**config.mk**
```make
export PLATFORM = sky130hd
export DESIGN_NAME = battleship_ctrl_flat
export DESIGN_NICKNAME = d
export VERILOG_FILES = /design/src/rtl/battleship_pkg.sv /design/src/rtl/battleship_if.sv /design/src/rtl/battleship_shot_checker.sv /design/src/rtl/battleship_ctrl.sv /design/src/flat_wrapper.sv
export SDC_FILE = /design/constraint.sdc
export NUM_CORES = 1
export LEC_CHECK = 0
export ABC_AREA = 1
export BUFFER_PORTS_ARGS = -buffer_cell sky130_fd_sc_hd__clkbuf_2
export CELL_PAD_IN_SITES_DETAIL_PLACEMENT = 0
export CELL_PAD_IN_SITES_GLOBAL_PLACEMENT = 1
export CORE_ASPECT_RATIO = 0.6
export CORE_MARGIN = 2
export CORE_UTILIZATION = 39
export DETAILED_ROUTE_END_ITERATION = 8
export PLACE_DENSITY = 0.82
export SLEW_MARGIN = 20
export SYNTH_ARGS = -nofsm -noshare
export SYNTH_HDL_FRONTEND = slang
export SYNTH_SLANG_ARGS = --single-unit
```
**constraint.sdc**
```tcl
create_clock -name clock -period 2.7 [get_ports clock]
set_input_delay 0.54 -clock clock [delete_from_list [all_inputs] [get_ports clock]]
set_output_delay 0.54 -clock clock [all_outputs]
set_load 0.005 [all_outputs]
```
**src/rtl/battleship_pkg.sv**
```systemverilog
// battleship_pkg: shared FSM states, coordinate type, board size and ship layout.
package battleship_pkg;
    typedef enum logic [2:0] {IDLE, WAIT_SHOT, CHECK, REPORT, DONE} state_t;
    typedef logic [3:0] coord_t;
    localparam int BOARD_DIM = 10;
    localparam int NUM_SHIPS = 4;
    localparam coord_t SHIP_X [NUM_SHIPS] = '{4'd2, 4'd3, 4'd6, 4'd7};
    localparam coord_t SHIP_Y [NUM_SHIPS] = '{4'd9, 4'd9, 4'd1, 4'd1};
endpackage

```
**src/rtl/battleship_if.sv**
```systemverilog
// battleship_if: player-side shot request and result bus of the controller.
// master drives start/shot_valid/x/y; slave returns readiness, one-hot result flags and score.
interface battleship_if;
    import battleship_pkg::*;
    logic start;
    logic shot_valid;
    coord_t x;
    coord_t y;
    logic shot_ready;
    logic result_valid;
    logic hit;
    logic nearmiss;
    logic miss;
    logic repeat_shot;
    logic bad_coord;
    logic [2:0] hit_count;
    logic [4:0] shots_left;
    logic game_over;
    logic win;
    modport master (
        output start, shot_valid, x, y,
        input shot_ready, result_valid, hit, nearmiss, miss, repeat_shot, bad_coord,
        input hit_count, shots_left, game_over, win
    );
    modport slave (
        input start, shot_valid, x, y,
        output shot_ready, result_valid, hit, nearmiss, miss, repeat_shot, bad_coord,
        output hit_count, shots_left, game_over, win
    );
endinterface

```
**src/rtl/battleship_shot_checker.sv**
```systemverilog
// shot_checker: combinational lookup of whether (x,y) is a ship cell or orthogonally next to one.
// Ports: x, y in; is_ship, is_adjacent out.
module shot_checker
    import battleship_pkg::*;
(
    input  coord_t x,
    input  coord_t y,
    output logic   is_ship,
    output logic   is_adjacent
);
    logic [4:0] xe, ye;
    assign xe = {1'b0, x};
    assign ye = {1'b0, y};
    // 5-bit arithmetic keeps the +1 neighbour test from wrapping at the coordinate edge
    always_comb begin
        is_ship = 1'b0;
        is_adjacent = 1'b0;
        for (int i = 0; i < NUM_SHIPS; i++) begin
            is_ship |= x == SHIP_X[i] && y == SHIP_Y[i];
            is_adjacent |= (x == SHIP_X[i] && (ye + 5'd1 == {1'b0, SHIP_Y[i]} || ye == {1'b0, SHIP_Y[i]} + 5'd1))
                        || (y == SHIP_Y[i] && (xe + 5'd1 == {1'b0, SHIP_X[i]} || xe == {1'b0, SHIP_X[i]} + 5'd1));
        end
    end
endmodule

```
**src/rtl/battleship_ctrl.sv**
```systemverilog
// battleship_ctrl: single-player battleship game controller.
// Ports: clock, reset (sync, active high); bus (slave) carries start, shot request,
// one-hot result pulse, hit_count, shots_left, game_over and win.
module battleship_ctrl
    import battleship_pkg::*;
#(
    parameter int MAX_SHOTS  = 20,
    parameter int SHIP_CELLS = 4
) (
    input logic clock,
    input logic reset,
    battleship_if.slave bus
);
    state_t state;
    coord_t lx, ly;
    logic [99:0] fired;
    logic [6:0] idx;
    logic is_ship, is_adj, bad, fresh;
    shot_checker u_chk (.x(lx), .y(ly), .is_ship(is_ship), .is_adjacent(is_adj));
    assign bad = lx > coord_t'(BOARD_DIM - 1) || ly > coord_t'(BOARD_DIM - 1);
    assign idx = {3'b0, ly} * 7'(BOARD_DIM) + {3'b0, lx};
    assign fresh = !bad && !fired[idx];
    assign bus.shot_ready = state == WAIT_SHOT;
    assign bus.game_over = state == DONE;
    assign bus.win = state == DONE && bus.hit_count == 3'(SHIP_CELLS);
    always_ff @(posedge clock) begin
        if (reset) begin
            state <= IDLE;
            fired <= '0;
            lx <= '0;
            ly <= '0;
            bus.hit_count <= '0;
            bus.shots_left <= '0;
            {bus.result_valid, bus.hit, bus.nearmiss, bus.miss, bus.repeat_shot, bus.bad_coord} <= '0;
        end else begin
            {bus.result_valid, bus.hit, bus.nearmiss, bus.miss, bus.repeat_shot, bus.bad_coord} <= '0;
            case (state)
                IDLE, DONE: if (bus.start) begin
                    state <= WAIT_SHOT;
                    fired <= '0;
                    bus.hit_count <= '0;
                    bus.shots_left <= 5'(MAX_SHOTS);
                end
                WAIT_SHOT: if (bus.shot_valid) begin
                    lx <= bus.x;
                    ly <= bus.y;
                    state <= CHECK;
                end
                // flags and counters land together so REPORT shows the updated score
                CHECK: begin
                    bus.result_valid <= 1'b1;
                    bus.bad_coord <= bad;
                    bus.repeat_shot <= !bad && fired[idx];
                    bus.hit <= fresh && is_ship;
                    bus.nearmiss <= fresh && !is_ship && is_adj;
                    bus.miss <= fresh && !is_ship && !is_adj;
                    if (fresh) begin
                        fired[idx] <= 1'b1;
                        bus.shots_left <= bus.shots_left - 5'd1;
                        bus.hit_count <= bus.hit_count + {2'b0, is_ship};
                    end
                    state <= REPORT;
                end
                REPORT: state <= (bus.hit_count == 3'(SHIP_CELLS) || bus.shots_left == 5'd0) ? DONE : WAIT_SHOT;
                default: state <= IDLE;
            endcase
        end
    end
endmodule

```
**src/flat_wrapper.sv**
```systemverilog
// flat-port wrapper written by rule: the top's interface ports become plain ports
module battleship_ctrl_flat import battleship_pkg::*;
#(
    parameter int MAX_SHOTS  = 20,
    parameter int SHIP_CELLS = 4
)
  (clock, reset, bus_start, bus_shot_valid, bus_x, bus_y, bus_shot_ready, bus_result_valid, bus_hit, bus_nearmiss, bus_miss, bus_repeat_shot, bus_bad_coord, bus_hit_count, bus_shots_left, bus_game_over, bus_win);
  battleship_if bus_i ();
  input logic clock;
  input logic reset;
  input wire logic [$bits(bus_i.start)-1:0] bus_start;
  input wire logic [$bits(bus_i.shot_valid)-1:0] bus_shot_valid;
  input wire logic [$bits(bus_i.x)-1:0] bus_x;
  input wire logic [$bits(bus_i.y)-1:0] bus_y;
  output wire logic [$bits(bus_i.shot_ready)-1:0] bus_shot_ready;
  output wire logic [$bits(bus_i.result_valid)-1:0] bus_result_valid;
  output wire logic [$bits(bus_i.hit)-1:0] bus_hit;
  output wire logic [$bits(bus_i.nearmiss)-1:0] bus_nearmiss;
  output wire logic [$bits(bus_i.miss)-1:0] bus_miss;
  output wire logic [$bits(bus_i.repeat_shot)-1:0] bus_repeat_shot;
  output wire logic [$bits(bus_i.bad_coord)-1:0] bus_bad_coord;
  output wire logic [$bits(bus_i.hit_count)-1:0] bus_hit_count;
  output wire logic [$bits(bus_i.shots_left)-1:0] bus_shots_left;
  output wire logic [$bits(bus_i.game_over)-1:0] bus_game_over;
  output wire logic [$bits(bus_i.win)-1:0] bus_win;
  assign bus_i.start = bus_start;
  assign bus_i.shot_valid = bus_shot_valid;
  assign bus_i.x = bus_x;
  assign bus_i.y = bus_y;
  assign bus_shot_ready = bus_i.shot_ready;
  assign bus_result_valid = bus_i.result_valid;
  assign bus_hit = bus_i.hit;
  assign bus_nearmiss = bus_i.nearmiss;
  assign bus_miss = bus_i.miss;
  assign bus_repeat_shot = bus_i.repeat_shot;
  assign bus_bad_coord = bus_i.bad_coord;
  assign bus_hit_count = bus_i.hit_count;
  assign bus_shots_left = bus_i.shots_left;
  assign bus_game_over = bus_i.game_over;
  assign bus_win = bus_i.win;
  battleship_ctrl #(.MAX_SHOTS(MAX_SHOTS), .SHIP_CELLS(SHIP_CELLS)) u_core (.clock(clock), .reset(reset), .bus(bus_i));
endmodule
```
# Yosys cells after proc, flatten, opt, wreduce, memory -nomap -nowiden
# Index checks and enable logic that the tools add are counted.
# op_classes
add_sub_neg,5
n_mul,1
magnitude_cmp,4
n_eq_ne,24
n_mux,18
n_bitwise,8
reduce_logical,44
# op_table
cell,count
two-way mux 100 bit,2
case mux 100 bit (2 select lines),1
OR 100 bit,1
logical AND 1 bit,20
two-way mux 3 bit,5
"== test 4 x 2 -> 1 bit, second input constant",3
"== test 4 x 3 -> 1 bit, second input constant",3
"== test 4 bit, second input constant",3
logical OR 1 bit,12
case mux 3 bit (4 select lines),1
"adder 4 x 1 -> 5 bit, second input constant",2
"== test 5 x 2 -> 1 bit, second input constant",2
"== test 5 x 3 -> 1 bit, second input constant",2
two-way mux 5 bit,2
case mux 5 bit (2 select lines),1
"greater-than comparator 4 bit, second input constant",2
"< comparator 7 x 8 -> 1 bit, second input constant",1
adder 7 x 4 -> 7 bit,1
binary-select mux 1 bit (select 7 bit),1
demux 1 bit (select 7 bit),1
">= comparator 7 x 1 -> 1 bit, second input constant",1
"== test 3 x 2 -> 1 bit, second input constant",2
"== test 3 bit, second input constant",2
"multiplier 4 x 3 -> 6 bit, second input constant",1
other kinds (19),32
# totals
register_bits,125
in_bits,12
wordCells,116

# Depth between registers and ports, before layout
# Gate-level depths: netlist (run 1).
# depth
ltp_word,10
mapped_depth,20
ltp_nobuf,18

# Cells and area by module
# A second synthesis (run 1) with hierarchy kept.
# hier_totals
hier_cells,1047
hier_area_um2,6515.0
# by_module_without_submodules
module,instances,cells_per_inst,area_each_um2,seq_area_each_um2
battleship_ctrl,1,1016,6373.6,2502.4
shot_checker,1,31,141.4,0.0

# Worst setup path after synthesis (run 1)
# No wires, ideal clock.
# synth_path
kind,reg-to-reg
from,register u_core.ly[1]
to,register u_core.bus.hit_count[0]
setup_ns,0.115
arrival_ns,2.703
required_ns,2.585
slack_ns,-0.118
stages_incl_launch_ff,17
path_cell_list,dfxtp_1 -> ha_1 -> ha_1 -> fa_1 -> inv_1 -> o21bai_1 -> nand2_1 -> inv_1 -> nand3_1 -> nor2_1 -> nor2_2 -> nand3_2 -> nand2_4 -> buf_6 -> buf_6 -> o21ai_0 -> inv_1
# synth_via
elab_chain_len,8
word_cells_on_any_way,23
# synth_lines
element,line,source
"start, declared",battleship_ctrl.sv:15,"coord_t lx, ly;"
"start signal, assigned",battleship_ctrl.sv:46,ly <= bus.y;
multiplier 4 x 3 -> 6 bit / == test 4 bit (equally long branches),"battleship_ctrl.sv:21, battleship_shot_checker.sv:19",
adder 7 x 4 -> 7 bit / logical AND 1 bit (equally long branches),"battleship_ctrl.sv:21, battleship_shot_checker.sv:19",
binary-select mux 1 bit (select 7 bit) / OR 1 bit (equally long branches),"battleship_ctrl.sv:22, battleship_shot_checker.sv:19",
two-way mux 1 bit (implied by the code) / OR 1 bit (equally long branches),"battleship_ctrl.sv:22, battleship_shot_checker.sv:19",
zero test 1 bit / OR 1 bit (equally long branches),"battleship_ctrl.sv:22, battleship_shot_checker.sv:19",
logical AND 1 bit / adder 3 x 1 -> 3 bit (equally long branches),"battleship_ctrl.sv:22, battleship_ctrl.sv:60",
inequality test 2 x 1 -> 1 bit (no source line) / two-way mux 3 bit (equally long branches),--,
AND reduction 3 bit (no source line) / case mux 3 bit (2 select lines) (equally long branches),--,
"end signal, assigned",battleship_ctrl.sv:60,"bus.hit_count <= bus.hit_count + {2'b0, is_ship};"
"end, declared",battleship_if.sv:28,"output hit_count, shots_left, game_over, win"
# Several ways; a longest one is shown, not always the timed one. The select of a mux whose other input is x is not followed.
# A chain may end at the register's enable or synchronous reset.

# Worst setup path after layout (run 1)
# layout_path
from,register u_core.ly[0]
to,register u_core.fired[29]
# layout_via
elab_chain_len,9
word_cells_on_any_way,19
# layout_lines
element,line,source
multiplier 4 x 3 -> 6 bit,battleship_ctrl.sv:21,"assign idx = {3'b0, ly} * 7'(BOARD_DIM) + {3'b0, lx};"
adder 7 x 4 -> 7 bit,battleship_ctrl.sv:21,
< comparator 7 x 8 -> 1 bit (implied by the code) / >= comparator 7 x 1 -> 1 bit (equally long branches),battleship_ctrl.sv:58,fired[idx] <= 1'b1;
logical AND 1 bit (implied by the code),battleship_ctrl.sv:58,
two-way mux 1 bit (implied by the code),battleship_ctrl.sv:58,
demux 1 bit (select 7 bit),--,
OR 100 bit (no source line),--,
two-way mux 100 bit,battleship_ctrl.sv:57,if (fresh) begin
case mux 100 bit (2 select lines),battleship_ctrl.sv:37,case (state)
"end signal, assigned",battleship_ctrl.sv:29,fired <= '0;
"end signal, assigned",battleship_ctrl.sv:40,fired <= '0;
"end signal, assigned by index",battleship_ctrl.sv:58,
"end, declared",battleship_ctrl.sv:16,logic [99:0] fired;
# Several ways; a longest one is shown, not always the timed one. The select of a mux whose other input is x is not followed.

==> results.md, run 1 <==
* Top post-synthesis cells by count: nand2_1, nor2_1, inv_1
* FFs w/ async S/R, synth at 0%
* Ports at 29
* Final setup skew at 0.0111 ns
* Static Leak at 0.00326 uW
* Number of remaining DRC errors at 0
* Placed Instances at 1,270
* Slew @ Worst Pin at 0.525 ns
* Yosys top cell by area: dfxtp_1
* Dpl ws at -0.179 ns
* DR vias/cell at 4.85
* Antenna viol nets, final at 0
* Row count at 36
* Nets@finish at 1,119
* Antenna violations before repair at 0
* Detailed Place HPWL at 11,600 um
* Chip width at 169 um
* H-Tree Depth at 4
* Syn Nets at 1,057
* Clk sinks at 125
* Cells on worst reg2reg path at 14
* Final hold viol count at 0
* FMAX at 362 MHz
* Slew Viols, Final at 0
* #FFs+latches synth at 125
* Max-Cap Viols at 0
* Pwr per Cell Area at 1000 nW/um2
* Met2 Use GR at 33.1%
* EDFF count, synth at 0
* Reg2reg end: u_core.fired[29]$_SDFFE_PP0P_
* Count leader, synth: nand2_1
* Primary FF master, synth: dfxtp_1
* Overflow after GRT at 0
* Area delta synth->final at 28.5%
* Die area at 17,500 um2
* CORE AREA at 16,200 um2
* Seq/Total Area, Yosys at 39.1%
* Syn. warnings at 0
* Initial Util at 39.6%
* Largest net degree at the start of global routing at 77
* Worst-skew pair later-pin latency at 0.42 ns
* Failing checks: negative setup slack
* Largest cells by area after synthesis: dfxtp_1, nand2_1, a21oi_1
* Worst Setup Start Kind: flip-flop
* M3 GR Usage at 5.25%
* Finished Layout Cells at 1,316
* Crit path max fanout at 16
* Grt peak-use layer: met1
* Router iterations before antenna repair at 5
* Worst Hold Class: in2reg
* Cell area after synthesis at 6410 um2
* Final Cycle Share at 102%
* Chip Height at 103 um
* Yosys cell types at 29
* Finished Cell Area at 8230 um2
* Worst setup path end: u_core.fired[29]$_SDFFE_PP0P_
* Clock root cell: clkbuf_16
* Mean area per synthesized cell at 6.20 um2
* Flop-to-flop setup slack at -0.06 ns
* Overall Power at 8270 uW
* Crit. Startpoint: u_core.ly[0]$_SDFFE_PP0P_
* Placed Area at 7110 um2
* Gpl congestion at 0.800
* Crit path DAT at 3.11 ns
* Post-route worst setup slack at -0.0625 ns
* Critical Setup Path Class: reg2reg
* TritonCTS Buffers at 17
* Slew margin rel. at 65.0%
* CTS Buffer Depth at 2
* Met1 usage at 33.5%
* First-pass GRT wire length at 30,400 um
* Synth top area share at 39.1%
* Diodes inserted at 0
* Post-route core utilization at 50.9%
* Run status: finished, violations left
* Final worst path period need at 2.76 ns
* FF-to-FF Start: u_core.ly[0]$_SDFFE_PP0P_
* Post-Route WL at 19,300 um
* CTS tree: built
* Port Buf Inserts at 28
* Initial DRC count at 519
* Global-route usage over all layers at 22.6%
* Clk pin slew, worst setup/hold paths at 0.06 ns
* VDD IR-drop max at 478 uV
* Vias in the first global route at 5,777
* Critical Path RT at 3.04 ns
* Routed WL per cell at 14.6 um
* RSZ-0062 raised after global routing: yes
* Syn Inst Count at 1,033
* CP Capture Type: flip-flop
* Routed vias at 6,383
* Final setup viols at 98
* Layout cells sized above 1 at 18.8%
## metrics by stage
step                TNS [ns]  hold slack (ns)
finish                 -2.08            0.343
global route          -18.67            0.359
CTS                 -0.00112            0.335
detailed placement    -12.35            0.440
global placement       -7.11            0.436
floorplan                  0            0.430
## what timing repair did
item	CTS	global route
buffers inserted	9	2
hold buffers	0	0
pin swaps	20	16
setup endpoints to repair	108	108
resized for setup	38	51
cloned	2	3
## layout make-up
cell class,instances,area [um2]
multi-input combinational,726,3490
clock buffer,19,454
timing repair buffer,92,848
clock inverter,12,161
inverter,133,504
sequential,125,2510
fill,1623,7940
tap,209,262
## cell usage in the layout, fill, tap and decap left out, types with 11 or more instances in the layout
cell type	netlist	layout
nand2_2	0	12
buf_12	0	11
buf_4	3	45
a21oi_2	0	31
nand3_1	18	16
a21oi_1	114	83
nor2_1	146	139
clkbuf_16	0	20
inv_1	130	126
clkbuf_2	0	28
dfxtp_1	125	119
o21ai_0	27	25
nand2_1	370	353
o21ai_1	12	13
## critical path: stages (launching register included)
cell and delay, ns:
dfxtp_4 0.37, ha_4 0.17, fa_2 0.62, inv_4 0.07, buf_12 0.14, nand3_1 0.10, o22ai_1 0.09, nor2_1 0.18
nor2_2 0.07, nor2_2 0.18, nand3_4 0.14, nand2_8 0.18, clkbuf_16 0.20, nand2_1 0.06, a21oi_1 0.12
## sequential cells by signal, indices dropped and copies added (netlist names), 3 cells and up
| name | flops |
|---|---|
| u_core.fired | 100 |
| u_core.bus.shots_left | 5 |
| u_core.lx | 4 |
| u_core.ly | 4 |
| u_core.bus.hit_count | 3 |
| u_core.state | 3 |
## worst min path at each step
stage,start,to,cells past startpoint
after floorplan,u_core.fired[10]$_SDFFE_PP0P_,u_core.fired[10]$_SDFFE_PP0P_,2
after global placement,u_core.fired[35]$_SDFFE_PP0P_,u_core.fired[35]$_SDFFE_PP0P_,2
after detailed placement,u_core.fired[50]$_SDFFE_PP0P_,u_core.fired[50]$_SDFFE_PP0P_,2
after CTS,bus_y[1],u_core.ly[1]$_SDFFE_PP0P_,3
after global routing,bus_y[1],u_core.ly[1]$_SDFFE_PP0P_,3
final,bus_x[2],u_core.lx[2]$_SDFFE_PP0P_,3
## logic make-up (layout without fill, tap and decap cells)
kind of cell / Yosys count / in the layout / synth area share, %
xor+xnor: 6 / 6 / 0.820
compound gates: 158 / 158 / 12.5
simple gates: 549 / 550 / 33.2
buf+inv: 183 / 256 / 11.9
flops: 125 / 125 / 39.1
fa+ha+maj: 12 / 12 / 2.58
## routing by layer
| metal | up-vias | part of all wire [%] |
|---|---|---|
| li1 | 3279 | - |
| met3 | 14 | 6.7 |
| met2 | 157 | 40 |
| met5 | - | 0 |
| met4 | 0 | 0.88 |
| met1 | 2933 | 52 |
## where the power goes
group          switching, uW  leakage (uW)  internal (uW)  total (uW)
Combinational           2330       0.00195           1440        3770
Clock                    894      0.000291           1510        2400
Sequential               113       0.00101           1980        2090
(Power assumes the default switching activity.)
==> run 2, diff against run 1 <==
--- a/config.mk
+++ b/config.mk
@@ -6,13 +6,13 @@
 export NUM_CORES = 1
 export LEC_CHECK = 0
 export ABC_AREA = 1
-export BUFFER_PORTS_ARGS = -buffer_cell sky130_fd_sc_hd__clkbuf_2
 export CELL_PAD_IN_SITES_DETAIL_PLACEMENT = 0
 export CELL_PAD_IN_SITES_GLOBAL_PLACEMENT = 1
 export CORE_ASPECT_RATIO = 0.6
 export CORE_MARGIN = 2
-export CORE_UTILIZATION = 39
+export CORE_UTILIZATION = 41
 export DETAILED_ROUTE_END_ITERATION = 8
+export DONT_BUFFER_PORTS = 1
 export PLACE_DENSITY = 0.82
 export SLEW_MARGIN = 20
 export SYNTH_ARGS = -nofsm -noshare
==> run 2 against run 1 <==
  * The run still ends with negative setup slack left
  * Combinational power is 17% higher
  * Clock skew shrank 0.0032 ns
  * Utilization is 4.4 points higher
  * Register-to-register slack worse by 0.11 ns
  * Clock power fell by 2%
  * Power grew 7.0%
  * Maximum frequency fell by 3.8%
  * Global-route usage increased by 1.0 points
  * Sequential power barely moved
  * Critical path type unchanged
  * Largest cell class unchanged
==> results.md, run 2 (synthesis results as in run 1) <==
* Crit path DAT at 3.21 ns (was 3.11 ns)
* WP buf/inv at 3 (unchanged)
* Worst path max stage delay at 0.57 ns (was 0.62 ns)
* Nets@finish at 1,084 (was 1,119)
* Worst-skew pair later-pin latency at 0.41 ns (was 0.42 ns)
* Critical path cell sequence: ha_4 -> ha_4 -> fa_2 -> buf_6 -> xor2_4 -> inv_2 -> nand2_2 -> nor2_2 -> nor2_2 -> nand3_4 -> nand2_8 -> clkbuf_16 -> nand2_4 -> a21oi_2 (was ha_4 -> fa_2 -> inv_4 -> buf_12 -> nand3_1 -> o22ai_1 -> nor2_1 -> nor2_2 -> nor2_2 -> nand3_4 -> nand2_8 -> clkbuf_16 -> nand2_1 -> a21oi_1)
* Final worst path period need at 2.87 ns (was 2.76 ns)
* Placed Area at 6850 um2 (was 7110 um2)
* Area delta synth->final at 32.2% (was 28.5%)
* Final Cycle Share at 106% (was 102%)
* Final setup viols at 108 (was 98)
* Final setup skew at 0.00787 ns (was 0.0111 ns)
* Clock root cell: clkbuf_16 (unchanged)
* Commonest non-fill, non-tap cell in the layout: nand2_1 (unchanged)
* Layout cells sized above 1 at 22.5% (was 18.8%)
* RSZ-0062 raised after global routing: yes (unchanged)
* TritonCTS Buffers at 17 (unchanged)
* CP Capture Type: flip-flop (unchanged)
* Largest net degree at the start of global routing at 77 (unchanged)
* Worst Setup Start Kind: flip-flop (unchanged)
* Ports at 29 (unchanged)
* Chip width at 165 um (was 169 um)
* Slew Viols, Final at 0 (unchanged)
* DR vias/cell at 5.05 (was 4.85)
* Clk sinks at 125 (unchanged)
* Most frequent cells in the layout: nand2_1, nor2_1, inv_1, dfxtp_1, a21oi_1 (unchanged)
* H-Tree Depth at 4 (unchanged)
* Detailed Place HPWL at 11,400 um (was 11,600 um)
* Flop-to-flop setup slack at -0.17 ns (was -0.06 ns)
* Failing checks: negative setup slack (unchanged)
* Critical Setup Path Class: reg2reg (unchanged)
* Gpl congestion at 0.864 (was 0.800)
* CTS Buffer Depth at 2 (unchanged)
* Chip Height at 101 um (was 103 um)
* Initial Util at 41.8% (was 39.6%)
* Worst path top cell family by delay: adder cells (was simple AND/OR/NAND/NOR gates)
* Post-route worst setup slack at -0.173 ns (was -0.0625 ns)
* Final hold viol count at 0 (unchanged)
* Initial DRC count at 480 (was 519)
* Dpl ws at -0.126 ns (was -0.179 ns)
* Placed Instances at 1,227 (was 1,270)
* CTS tree: built (unchanged)
* Clk pin slew, worst setup/hold paths at 0.06 ns (about the same)
* Critical Path RT at 3.04 ns (about the same)
* Router iterations before antenna repair at 5 (unchanged)
* Max-Cap Viols at 0 (unchanged)
* Global-route usage over all layers at 23.6% (was 22.6%)
* Antenna violations before repair at 0 (unchanged)
* Diodes inserted at 0 (unchanged)
* Static Leak at 0.00333 uW (was 0.00326 uW)
* Worst Hold Class: in2reg (unchanged)
* Pwr per Cell Area at 1040 nW/um2 (was 1000 nW/um2)
* Biggest register: u_core.fired (unchanged)
* Vias in the first global route at 5,577 (was 5,777)
* Routed WL per cell at 16.2 um (was 14.6 um)
* CORE AREA at 15,300 um2 (was 16,200 um2)
* Largest register FFs at 100 (unchanged)
* Post-Route WL at 20,600 um (was 19,300 um)
* Overflow after GRT at 0 (unchanged)
* Number of remaining DRC errors at 0 (unchanged)
* Row count at 35 (was 36)
* Routed vias at 6,449 (was 6,383)
* Slew margin rel. at 45.5% (was 65.0%)
* First-pass GRT wire length at 30,100 um (was 30,400 um)
* Slowest-stage cell, CP: fa_2 (unchanged)
* Largest regs: u_core.fired x100, u_core.bus.shots_left x5 (unchanged)
* Port Buf Inserts at 0 (was 28)
* Crit path max fanout at 7 (was 16)
* Antenna viol nets, final at 0 (unchanged)
* Die area at 16,700 um2 (was 17,500 um2)
* VDD IR-drop max at 527 uV (was 478 uV)
* Run status: finished, violations left (unchanged)
* FMAX at 348 MHz (was 362 MHz)
* Slew @ Worst Pin at 0.816 ns (was 0.525 ns)
* Finished Layout Cells at 1,276 (was 1,316)
* Finished Cell Area at 8470 um2 (was 8230 um2)
[run 2: routing by layer]
layer / track usage, % / vias to the layer above / routed length (um)
met2: 34.1 / 195 / 8560
met4: 6.30 / 0 / 245
li1: - / 3219 / -
met3: 4.98 / 28 / 1480
met5: 0 / - / 0
met1: 35.3 / 3007 / 10300
[run 2: through the flow]
step                      power [uW]  util [%]  hold slack (ns)  setup TNS [ns]
after floorplan                 3860         -            0.430               0
after global placement          4930      44.7            0.438          -0.964
after detailed placement        4920      44.7            0.440           -6.90
after CTS                       7630      49.8            0.180           -3.62
after global routing            9210      55.3            0.171          -22.68
final                           8850      55.3            0.182          -12.57
[run 2: final timing paths]
kind / cells after the start / start / end
max: 14 / u_core.ly[3]$_SDFFE_PP0P_ / u_core.fired[4]$_SDFFE_PP0P_
max reg2reg: 14 / u_core.ly[3]$_SDFFE_PP0P_ / u_core.fired[4]$_SDFFE_PP0P_
min: 1 / reset / u_core.bus.hit_count[2]$_SDFFE_PP0P_
min reg2reg: 2 / u_core.fired[16]$_SDFFE_PP0P_ / u_core.fired[16]$_SDFFE_PP0P_
[run 2: power by group]
group | internal (uW) | switching [uW]
combinational | 1650 | 2740
sequential | 1980 | 128
clock | 1440 | 908
[run 2: what timing repair did]
item | 4_1_cts | 5_1_grt
endpoints found under the setup margin | 108 | 109
hold buffers | 0 | 0
pin swaps | 6 | 55
hold endpoints to repair | 0 | 0
cloned | 2 | 11
resized for setup | 21 | 173
buffers inserted | 3 | 3
[run 2: area by class of cell]
type / instances / area [um2]
Tap cell: 203 / 254
Inverter: 133 / 518
Fill cell: 1483 / 6860
Multi-Input combinational cell: 727 / 3860
Sequential cell: 125 / 2510
Timing Repair Buffer: 56 / 717
Clock inverter: 12 / 136
Clock buffer: 20 / 467
